==> config.mk <==
export PLATFORM = sky130hd
export DESIGN_NAME = hit_judge
export DESIGN_NICKNAME = d
export VERILOG_FILES = /design/src/rtl/hit_judge.sv
export SDC_FILE = /design/constraint.sdc
export NUM_CORES = 1
export LEC_CHECK = 0
export CORE_MARGIN = 5
export CORE_UTILIZATION = 45
export CTS_CLUSTER_DIAMETER = 100
export DETAILED_ROUTE_END_ITERATION = 7
export PLACE_DENSITY_LB_ADDON = 0.1
export SETUP_SLACK_MARGIN = 0.15
export SYNTH_ARGS = -nofsm -noshare
export SYNTH_HDL_FRONTEND = slang
export SYNTH_SLANG_ARGS = --single-unit
==> constraint.sdc <==
create_clock -name clk -period 2.8 [get_ports clk]
set_input_delay 0.7 -clock clk [delete_from_list [all_inputs] [get_ports clk]]
set_output_delay 0.7 -clock clk [all_outputs]
set_load 0.005 [all_outputs]
==> src/rtl/hit_judge.sv <==
// hit_judge: judge stage ahead of the score display.
//
// Tracks the single active mole, ages it in game ticks, matches key presses
// against the mole's hole and emits a one-cycle hit_success pulse with a
// 3-bit round_score, or a one-cycle miss pulse on timeout. A cooldown of GAP
// cycles follows every hit or miss so the score stage can drain the previous
// award before the next one arrives.
//
// Ports:
//   clk, rst          clock; asynchronous active-high reset
//   tick              game time-base strobe (one cycle)
//   spawn, spawn_pos  new-mole request and its hole index
//   key_valid,key_pos debounced key press and its hole index
//   mole_visible      a mole is up
//   mole_pos          hole of the current or last mole
//   hit_success       one-cycle pulse on a correct hit
//   round_score       score of the last hit, held until the next hit
//   miss              one-cycle pulse on timeout
//
// Optional feature: define HIT_JUDGE_COMBO_EN to add a 2-bit combo counter
// that boosts the score of consecutive hits (saturating at +2, capped at 7).
module hit_judge #(
  parameter logic [3:0] NUM_HOLES  = 4'd9,
  parameter logic [7:0] TICK_LIMIT = 8'd60,
  parameter logic [7:0] BIN_TICKS  = 8'd12,
  parameter logic [3:0] GAP        = 4'd8
) (
  input  logic       clk,
  input  logic       rst,
  input  logic       tick,
  input  logic       spawn,
  input  logic [3:0] spawn_pos,
  input  logic       key_valid,
  input  logic [3:0] key_pos,
  output logic       mole_visible,
  output logic [3:0] mole_pos,
  output logic       hit_success,
  output logic [2:0] round_score,
  output logic       miss
);

  typedef enum logic [1:0] {StIdle, StUp, StCool} state_e;

  state_e     state_q, state_d;
  logic [7:0] age_q, age_d;
  logic [7:0] bin_cnt_q, bin_cnt_d;
  logic [2:0] bin_idx_q, bin_idx_d;
  logic [3:0] cool_q, cool_d;
  logic [3:0] mole_pos_q, mole_pos_d;
  logic       mole_visible_q, mole_visible_d;
  logic       hit_success_q, hit_success_d;
  logic [2:0] round_score_q, round_score_d;
  logic       miss_q, miss_d;

  logic       is_hit;
  logic [7:0] age_inc;
  logic [2:0] base_score;
  logic [2:0] hit_score;

  assign is_hit     = key_valid && (key_pos == mole_pos_q);
  assign age_inc    = (age_q >= TICK_LIMIT) ? TICK_LIMIT : age_q + 8'd1;
  // bin_idx saturates at 4, so the base score never drops below 1.
  assign base_score = 3'd5 - bin_idx_q;

`ifdef HIT_JUDGE_COMBO_EN
  logic [1:0] combo_q, combo_d;
  logic [3:0] score_sum;

  assign score_sum = {1'b0, base_score} + {2'b00, combo_q};
  assign hit_score = (score_sum > 4'd7) ? 3'd7 : score_sum[2:0];

  always_comb begin
    combo_d = combo_q;
    if (state_q == StUp) begin
      if (is_hit) begin
        combo_d = (combo_q == 2'd2) ? 2'd2 : combo_q + 2'd1;
      end else if (tick && (age_inc == TICK_LIMIT)) begin
        combo_d = 2'd0;
      end
    end
  end

  always_ff @(posedge clk or posedge rst) begin
    if (rst) begin
      combo_q <= 2'd0;
    end else begin
      combo_q <= combo_d;
    end
  end
`else
  assign hit_score = base_score;
`endif

  always_comb begin
    state_d        = state_q;
    age_d          = age_q;
    bin_cnt_d      = bin_cnt_q;
    bin_idx_d      = bin_idx_q;
    cool_d         = cool_q;
    mole_pos_d     = mole_pos_q;
    mole_visible_d = mole_visible_q;
    round_score_d  = round_score_q;
    hit_success_d  = 1'b0;
    miss_d         = 1'b0;

    unique case (state_q)
      StIdle: begin
        // Out-of-range spawns are dropped; a simultaneous key is ignored.
        if (spawn && (spawn_pos < NUM_HOLES)) begin
          state_d        = StUp;
          mole_pos_d     = spawn_pos;
          mole_visible_d = 1'b1;
          age_d          = 8'd0;
          bin_cnt_d      = 8'd0;
          bin_idx_d      = 3'd0;
        end
      end
      StUp: begin
        // A hit takes priority over a coincident expiring tick.
        if (is_hit) begin
          state_d        = StCool;
          cool_d         = GAP - 4'd1;
          mole_visible_d = 1'b0;
          hit_success_d  = 1'b1;
          round_score_d  = hit_score;
        end else if (tick) begin
          age_d = age_inc;
          if (bin_cnt_q == BIN_TICKS - 8'd1) begin
            bin_cnt_d = 8'd0;
            bin_idx_d = (bin_idx_q == 3'd4) ? 3'd4 : bin_idx_q + 3'd1;
          end else begin
            bin_cnt_d = bin_cnt_q + 8'd1;
          end
          if (age_inc == TICK_LIMIT) begin
            state_d        = StCool;
            cool_d         = GAP - 4'd1;
            mole_visible_d = 1'b0;
            miss_d         = 1'b1;
          end
        end
      end
      StCool: begin
        if (cool_q == 4'd0) begin
          state_d = StIdle;
        end else begin
          cool_d = cool_q - 4'd1;
        end
      end
      default: begin
        state_d = StIdle;
      end
    endcase
  end

  always_ff @(posedge clk or posedge rst) begin
    if (rst) begin
      state_q        <= StIdle;
      age_q          <= 8'd0;
      bin_cnt_q      <= 8'd0;
      bin_idx_q      <= 3'd0;
      cool_q         <= 4'd0;
      mole_pos_q     <= 4'd0;
      mole_visible_q <= 1'b0;
      hit_success_q  <= 1'b0;
      round_score_q  <= 3'd0;
      miss_q         <= 1'b0;
    end else begin
      state_q        <= state_d;
      age_q          <= age_d;
      bin_cnt_q      <= bin_cnt_d;
      bin_idx_q      <= bin_idx_d;
      cool_q         <= cool_d;
      mole_pos_q     <= mole_pos_d;
      mole_visible_q <= mole_visible_d;
      hit_success_q  <= hit_success_d;
      round_score_q  <= round_score_d;
      miss_q         <= miss_d;
    end
  end

  assign mole_visible = mole_visible_q;
  assign mole_pos     = mole_pos_q;
  assign hit_success  = hit_success_q;
  assign round_score  = round_score_q;
  assign miss         = miss_q;

endmodule

==> flow_summary_export.csv, run 1 <==
group,metric,value,unit
worst_setup_path,cp-end-kind,"register",
synthesis,yosys.area.top_type,"dfrtp_1",
synthesis,synth_area_leaders,"dfrtp_1 47%, nand3_1 4.3%, mux2_2 4.2%, ha_1 4.0%, nand2_1 4.0%",
worst_hold_path,hold_path_class,"reg -> reg",
synthesis,synthesis.area,0.001883,sq mm
die,rows,23,
clock_tree,cts_root_buf,"clkbuf_8",
clock_tree,cts_setup_buffers,0,
worst_setup_path,cp_max_fo,14,
worst_setup_path,slowest_stage,"or4_1",
synthesis,async_flop_share,100.0,%
place,dp_slack,118.2,ps
sta,slew_violations,0,
die,ios,23,
layout,diodes,0,
worst_setup_path,crit_path_cell_trace,"clkdlybuf4s50_1 -> o31ai_2 -> o211ai_1 -> a31o_1 -> or4_1 -> nand3_1",
power,vdd_drop_max,370.5,uV
worst_setup_path,crit_required,3020,ps
power,p_per_area,808.4,mW/mm^2
synthesis,netlist_instances,192,
worst_setup_path,slowest_delay,540,ps
grt,use_met2,26.34,%
synthesis,ys_seq_elements,35,
synthesis,synth-seq-area-share,46.51,%
clock_tree,clkTransAtPathRegs,70,ps
routing,viasPerCell,5.550,
worst_setup_path,arrival,2590,ps
synthesis,yosysUniqueCellTypes,44,
worst_setup_path,path_delay_family,"compound AO/OA/AOI/OAI gates",
run,drv_cap,0,
clock_tree,cts_tree,"yes",
worst_setup_path,cp.buffers_inverters,1,
place,portBuffers,22,
sta,worstMarginPinSlew,621.1,ps
power,leakagePower,0.9709,nW
sta,final.min_clock_period,2369,ps
grt,use_met1,19.76,%
clock_tree,clock_latency,280,ps
grt,globalRouteMet3Util,5.607,%
grt,grt_pass1_vias,1502,
routing,wl,3850,um
grt,grt_use_total,15.94,%
grt,top_usage_layer,"met2",
sta,fmax,422.1,MHz
grt,grt_max_degree,36,
sta,fin_ws,430.9,ps
sta,hold_viol_final,0,
sta,rsz0062_at_grt,"no",
clock_tree,clock-sinks,35,
sta,fin_skew,3.137,ps
worst_setup_path,crit_type,"in -> reg",
grt,grt.overflow.total,0,
clock_tree,clk_path_buf_depth,2,
sta,max-slew-margin-rel,58.40,%
routing,avgRoutedWirePerCell,14.21,um
grt,antenna_found_initial,0,
die,die_w,74.69,um
place,hpwl,2867,um
routing,drc_errors,0,
synthesis,synth_top_area_share,46.51,%
die,die_area,0.005579,sq mm
die,coreArea,0.004029,sq mm
routing,drtIter0Drc,88,
synthesis,yosysWarnings,0,
die,die_height,74.69,um
die,start_util,46.74,%
worst_setup_path,crit_path_start_kind,"primary input",
grt,grt_first_pass_wirelength,6768,um
clock_tree,cts_buffers,5,
clock_tree,htreeDepth,2,
synthesis,postSynthAreaPerCell,9.808,sq um
power,power,0.001826,W
clock_tree,cts_hold_buf,0,
routing,dr.pass1.iters,4,
synthesis,synth_edf_count,0,
run_status,status,"completed",
clock_tree,cts_resized,0,
sta,fin_crit_sh,84.61,%
synthesis,synth_flop_cell,"dfrtp_1",
layout,fin_nets,240,
layout,drive_gt1_share,11.76,%
layout,area_growth,19.93,%
routing,final_antenna_net_count,0,
place,gp_congestion,0.8763,
synthesis,syn-num-nets,211,
sta,setup_viol,0,
routing,vias,1504,
sta,tns,0,ps
metal layers:
metal | routed length [um] | vias to the layer above
li1 | - | 735
met1 | 1699 | 728
met2 | 1829 | 37
met3 | 273 | 4
met4 | 48 | 0
met5 | 0 | -
logic make-up (layout without fill, tap and decap cells):
| family | Yosys count | in the layout | share of synthesized area (%) |
|---|---|---|---|
| mux | 11 | 11 | 6.445 |
| xor+xnor | 6 | 6 | 2.791 |
| fa+ha+maj | 6 | 6 | 3.987 |
| buf+inv | 17 | 46 | 3.920 |
| simple gates | 77 | 77 | 21.06 |
| flops | 35 | 35 | 46.51 |
| compound gates | 40 | 40 | 15.28 |
synth_stat cells, drive strengths merged (3+ instances only):
cell,instances
a21oi,6
a31oi,4
and2,5
buf,4
dfrtp,35
ha,6
inv,13
mux2,9
nand2,20
nand2b,4
nand3,17
nor2,14
nor2b,4
nor3,4
o21ai,16
o31ai,5
xnor2,3
xor2,3
sequential cells by signal (all words and copies together) (netlist names):
name          flops
state_q           2
mole_visible      1
hit_success       1
age_q             8
round_score       3
bin_idx_q         3
mole_pos          4
cool_q            4
miss              1
bin_cnt_q         8
metrics by stage:
stage / hold slack, ps / utilization [%] / cells / instance area, sq um
final: 514.5 / 56.06 / 271 / 2258
after global routing: 533.9 / 56.06 / 271 / 2258
after CTS: 517.3 / 56.06 / 271 / 2258
after detailed placement: 503.3 / 53.88 / 264 / 2171
after global placement: 497.3 / 53.88 / 264 / 2171
after floorplan: 469.7 / - / 192 / 1883
final cells by class:
cell class                      instances  area, sq um
Fill cell                             371         1770
Multi-Input combinational cell        140        933.4
Sequential cell                        35        875.8
Timing Repair Buffer                   26        250.2
Clock buffer                            6        82.58
Tap cell                               50        62.56
Inverter                               13        48.80
Clock inverter                          1        5.005
cell usage in the layout, fill, tap and decap left out, types with 4 or more instances in the layout:
master,netlist,layout
o31ai_1,4,4
ha_1,6,6
buf_4,2,4
dfrtp_1,35,35
nand3_1,16,16
nand2_1,20,20
nor2_1,13,13
clkbuf_8,0,6
inv_1,13,13
a21oi_1,6,6
clkdlybuf4s50_1,0,22
nor2b_1,4,4
mux2_2,7,7
o21ai_0,15,15
nor3_1,4,4
final timing paths:
path / end / slack, ps / cells past startpoint / startpoint
max: bin_cnt_q[7] / 430 / 6 / spawn_pos[0]
min: age_q[7] / 510 / 1 / age_q[7]
max reg2reg: cool_q[1] / 550 / 7 / age_q[0]
min reg2reg: age_q[7] / 510 / 1 / age_q[7]
max in group asynchronous: cool_q[3] / 1660 / 3 / rst
min in group asynchronous: bin_cnt_q[2] / 830 / 3 / rst
power breakdown:
group | internal [W] | total (W) | switching (W)
Sequential | 0.000636 | 0.000772 | 0.000136
Combinational | 0.000352 | 0.000690 | 0.000337
Clock | 0.000193 | 0.000364 | 0.000171
Power figures use the tool's default switching activity.
==> inputs of run 2 (changes only) <==
clock period = 2.11 ns   (was 2.8 ns; I/O delays follow)
==> run 2 against run 1 <==
Via count up 4.3%. Hold slack improved by 7.8 ps. Cell area is 12% higher. Non-clock buffer count grew 18. Sequential power increased by 32%. Register-to-register slack got worse by 390 ps. Clock skew hardly changed. Critical path depth increased by 1. Flip-flop and latch count did not move. Clock-buffer cell count increased by 2. Die area did not move. Critical path type is now reg -> reg. Largest power group is now combinational cells.
==> flow_summary_export.csv, run 2 (synthesis gave the netlist of run 1 again) <==
group,metric,value,unit
run_status,status,"completed",
worst_setup_path,crit_start,"age_q[0]",
place,place_inst,273,
grt,grt_pass1_vias,1545,
die,coreArea,0.004029,sq mm
place,dp_slack,-323.8,ps
worst_setup_path,cp_max_fo,3,
worst_setup_path,slowest_stage,"dfrtp_1",
die,rows,23,
grt,antenna_found_initial,0,
grt,grt_first_pass_wirelength,7113,um
routing,drc_errors,0,
sta,rsz0062_at_grt,"yes",
routing,wl,4302,um
worst_setup_path,crit_required,2280,ps
clock_tree,clock_latency,290,ps
power,leakagePower,1.120,nW
layout,area_growth,34.82,%
worst_setup_path,crit_path_start_kind,"register",
layout,seqCellArea,875.8,sq um
clock_tree,clock-sinks,35,
clock_tree,clk_path_buf_depth,2,
sta,slew_violations,0,
layout,instances_no_fill,290,
clock_tree,clkTransAtPathRegs,70,ps
worst_setup_path,cp-end-kind,"register",
run,drv_cap,0,
die,die_area,0.005579,sq mm
worst_setup_path,crit_type,"reg -> reg",
worst_setup_path,crit_path_cell_trace,"buf_4 -> ha_2 -> nor2b_1 -> nor3b_2 -> o311ai_4 -> nand3_2 -> a221o_1",
grt,grt.overflow.total,0,
routing,dr.pass1.iters,4,
routing,vias,1569,
clock_tree,cts_tree,"yes",
sta,fin_crit_sh,92.57,%
layout,drive_gt1_share,26.67,%
sta,hold_viol_final,0,
layout,diodes,0,
place,portBuffers,22,
routing,final_antenna_net_count,0,
die,ios,23,
place,placedInstanceArea,0.002243,sq mm
worst_hold_path,min_from,"age_q[6]",
layout,top_regs,"age_q (8), bin_cnt_q (8)",
routing,drtIter0Drc,158,
die,die_height,74.69,um
sta,max-slew-margin-rel,69.88,%
sta,final.min_clock_period,1953,ps
worst_hold_path,hold_path_class,"reg -> reg",
worst_setup_path,cp.buffers_inverters,1,
clock_tree,cts_hold_buf,0,
clock_tree,cts_root_buf,"clkbuf_8",
place,gp_congestion,0.8450,
grt,grt_max_degree,36,
die,die_w,74.69,um
clock_tree,htreeDepth,2,
sta,setup_viol,0,
power,vdd_drop_max,520.3,uV
clock_tree,cts_buffers,5,
worst_setup_path,r2r-start,"age_q[0]",
layout,fillers,333,
grt,grt_use_total,16.70,%
layout,postLayoutCellArea,0.002539,sq mm
worst_setup_path,slowest_delay,400,ps
die,start_util,46.74,%
worst_setup_path,path_delay_family,"compound AO/OA/AOI/OAI gates",
sta,worstMarginPinSlew,451.7,ps
worst_setup_path,arrival,2130,ps
layout,fin_nets,258,
layout,multiInputGateArea,0.001057,sq mm
sta,fmax,512.0,MHz
layout,mostFrequentLayoutCells,"35 x dfrtp_1, 21 x buf_4, 19 x nand2_1, 17 x clkdlybuf4s50_1, 16 x nand3_1",
routing,avgRoutedWirePerCell,14.83,um
layout,utilization,63.01,%
place,hpwl,2986,um
sta,fin_ws,156.9,ps
layout,mostFrequentLayoutCell,"dfrtp_1",
sta,fin_skew,3.048,ps
power,p_per_area,1097,mW/mm^2
routing,viasPerCell,5.410,
run 2: cell count changes in the layout (fill, tap and decap cells not counted), sizes merged:
cell           previous run  this run
clkbuf                    6         8
dlymetal6s2s              0         3
clkinv                    1         0
dlygate4sd2               0         2
buf                       4        22
clkdlybuf4s50            22        17
run 2: worst paths after layout:
kind	endpoint	slack, ps	depth (start not counted)
min in group asynchronous	bin_cnt_q[3]	640	3
setup reg to reg	cool_q[2]	160	7
setup / recovery	cool_q[2]	160	7
max in group asynchronous	bin_idx_q[0]	1150	3
hold / removal	age_q[6]	520	1
hold reg to reg	age_q[6]	520	1
run 2: final cells by class:
cell class	instances	area share [%]
clock buffers	8	3.943
multi-input cells	140	41.65
inverters	13	1.922
well taps	50	2.464
repair buffers	44	15.52
flip-flops and latches	35	34.50
run 2: repair_timing:
action | CTS | global route
gates resized for setup | 11 | 26
pin swaps | 9 | 9
buffers inserted | 7 | 2
setup endpoints to repair | 15 | 22
run 2: worst register-to-register path: stages, from the launching register on:
cell and delay (ps):
dfrtp_1 400, buf_4 140, ha_2 190, nor2b_1 140, nor3b_2 170, o311ai_4 310
nand3_2 140, a221o_1 340
run 2: per-layer routing:
metal	track usage, %	routed length (um)	up-vias
met5	0	0	-
met1	21.39	1899	765
met2	26.83	2103	36
li1	-	-	761
met4	5.336	64	0
met3	5.607	235	7
run 2: where the power goes:
| part | switching, W | internal (W) | leakage, nW |
|---|---|---|---|
| registers | 0.000181 | 0.000844 | 0.457 |
| logic | 0.000575 | 0.000647 | 0.612 |
| clock network | 0.000240 | 0.000298 | 0.0515 |
| total | 0.000996 | 0.00179 | 1.12 |
run 2: metrics by stage:
stage	power [W]	hold WS, ps	setup TNS, ps
5_1_grt	0.002982	546.0	0
2_1_floorplan	0.001628	469.7	0
3_3_place_gp	0.001996	492.1	-3332
3_5_place_dp	0.002033	504.8	-3576
6_report	0.002784	522.3	0
4_1_cts	0.002675	521.4	0
==> inputs of run 3 (changes only) <==
CTS_BUF_LIST = sky130_fd_sc_hd__clkbuf_2 sky130_fd_sc_hd__clkbuf_4 sky130_fd_sc_hd__clkbuf_8   (was unset)
==> run 3 against run 2 <==
Clock power grew 2%. Via count grew 0.76%. Global-route usage is the same. Power grew 0.35%. Cell count is the same. Core utilization grew 0.093 points. Non-clock buffer count is the same. Clock-buffer cell count is the same. Routed wire length shrank 0.42%. Critical endpoint unchanged. Largest power group unchanged. Highest routed layer unchanged.
==> flow_summary_export.csv, run 3 (synthesis gave the netlist of run 1 again) <==
group,metric,value,unit
run_status,status,"completed",
routing,wl,4284,um
die,die_area,0.005579,sq mm
grt,use_met2,26.83,%
grt,grt_use_total,16.70,%
sta,fmax,512.1,MHz
die,die_w,74.69,um
power,p_comb_share,43.7,%
layout,top_regs,"age_q (8), bin_cnt_q (8)",
clock_tree,cts_tree,"yes",
routing,drc_errors,0,
power,p_sw,0.0009920,W
routing,viasPerCell,5.452,
worst_hold_path,hold_path_class,"reg -> reg",
clock_tree,cts_buffers,5,
grt,use_met1,21.39,%
layout,mostFrequentLayoutCells,"35 x dfrtp_1, 21 x buf_4, 19 x nand2_1, 17 x clkdlybuf4s50_1, 16 x nand3_1",
layout,diodes,0,
die,rows,23,
worst_setup_path,cp-end-kind,"register",
power,power_frac_clock,19.6,%
grt,grt_first_pass_wirelength,7100,um
grt,grt_max_degree,36,
worst_setup_path,crit_path_cell_trace,"buf_4 -> ha_2 -> nor2b_1 -> nor3b_2 -> o311ai_4 -> nand3_2 -> a221o_1",
place,portBuffers,22,
sta,fin_skew,3.759,ps
sta,slew_violations,0,
place,gp_congestion,0.8450,
worst_setup_path,crit_required,2280,ps
sta,final.min_clock_period,1953,ps
layout,mostFrequentLayoutCell,"dfrtp_1",
worst_setup_path,crit_type,"reg -> reg",
worst_setup_path,slowest_stage,"dfrtp_1",
worst_setup_path,cp_max_fo,3,
routing,vias,1581,
power,switching_share,35.51,%
clock_tree,cts_hold_buf,0,
run,drv_cap,0,
power,vdd_drop_max,500.8,uV
sta,hold_viol_final,0,
routing,final_antenna_net_count,0,
clock_tree,clkTransAtPathRegs,70,ps
clock_tree,clock_latency,290,ps
worst_setup_path,cp.buffers_inverters,1,
die,coreArea,0.004029,sq mm
power,p_per_area,1099,mW/mm^2
die,ios,23,
grt,globalRouteMet3Util,5.607,%
sta,fin_crit_sh,92.55,%
routing,avgRoutedWirePerCell,14.77,um
sta,max-slew-margin-rel,69.86,%
layout,fin_nets,258,
power,leakagePower,1.124,nW
clock_tree,clock-sinks,35,
worst_setup_path,path_delay_family,"compound AO/OA/AOI/OAI gates",
layout,utilization,63.11,%
grt,top_usage_layer,"met2",
power,p_int,0.001802,W
sta,rsz0062_at_grt,"yes",
worst_setup_path,arrival,2130,ps
power,p_seq_share,36.7,%
worst_setup_path,crit_path_start_kind,"register",
place,hpwl,2986,um
layout,area_growth,35.02,%
layout,drive_gt1_share,27.08,%
die,die_height,74.69,um
sta,worstMarginPinSlew,452.1,ps
sta,setup_viol,0,
layout,fillers,334,
routing,drtIter0Drc,174,
grt,grt_pass1_vias,1542,
clock_tree,clk_path_buf_depth,2,
grt,antenna_found_initial,0,
clock_tree,cts_root_buf,"clkbuf_8",
grt,grt.overflow.total,0,
routing,dr.pass1.iters,4,
clock_tree,htreeDepth,2,
worst_setup_path,slowest_delay,400,ps
die,start_util,46.74,%
power,power,0.002794,W
[run 3: worst paths after layout]
check,start,to,slack (ps),cells past startpoint
worst min register to register,age_q[6],age_q[6],520,1
max in group asynchronous,rst,bin_idx_q[0],1150,3
worst max register to register,age_q[0],cool_q[2],160,7
worst max-delay path,age_q[0],cool_q[2],160,7
min in group asynchronous,rst,bin_idx_q[2],650,3
worst min-delay path,age_q[6],age_q[6],520,1
[run 3: repair_timing]
item,4_1_cts,5_1_grt
pin swaps,9,9
buffers inserted,7,2
endpoints found under the setup margin,15,22
gates resized for setup,11,26
[run 3: cell type report]
class                      count  area [sq um]  area share, %
sequential                    35         875.8          34.45
tap                           50         62.56          2.461
clock buffer                   8         103.9          4.085
inverter                      13         48.80          1.919
timing repair buffer          44         394.1          15.50
multi-input combinational    140          1057          41.58
[run 3: power groups by stage]
stage | registers (W) | logic (W) | clock network, W
after floorplan | 0.000989 | 0.000639 | 0
after global placement | 0.00101 | 0.000984 | 0
after detailed placement | 0.00102 | 0.00101 | 0
after CTS | 0.00101 | 0.00111 | 0.000567
after global routing | 0.00105 | 0.00135 | 0.000592
final | 0.00102 | 0.00122 | 0.000548
[run 3: routing by layer]
| layer | vias up | wire length [um] |
|---|---|---|
| li1 | 761 | - |
| met4 | 0 | 67 |
| met5 | - | 0 |
| met1 | 769 | 1857 |
| met2 | 44 | 2098 |
| met3 | 7 | 259 |
[run 3: through the flow]
step	setup TNS (ps)	setup slack, ps	hold slack, ps	cell area (sq um)	cells
after floorplan	0	151.0	469.7	1888	192
after global placement	-3332	-311.1	492.1	2243	273
after detailed placement	-3576	-323.8	504.8	2243	273
after CTS	0	71.92	521.9	2422	288
after global routing	0	114.9	546.0	2542	290
final	0	157.3	521.8	2542	290
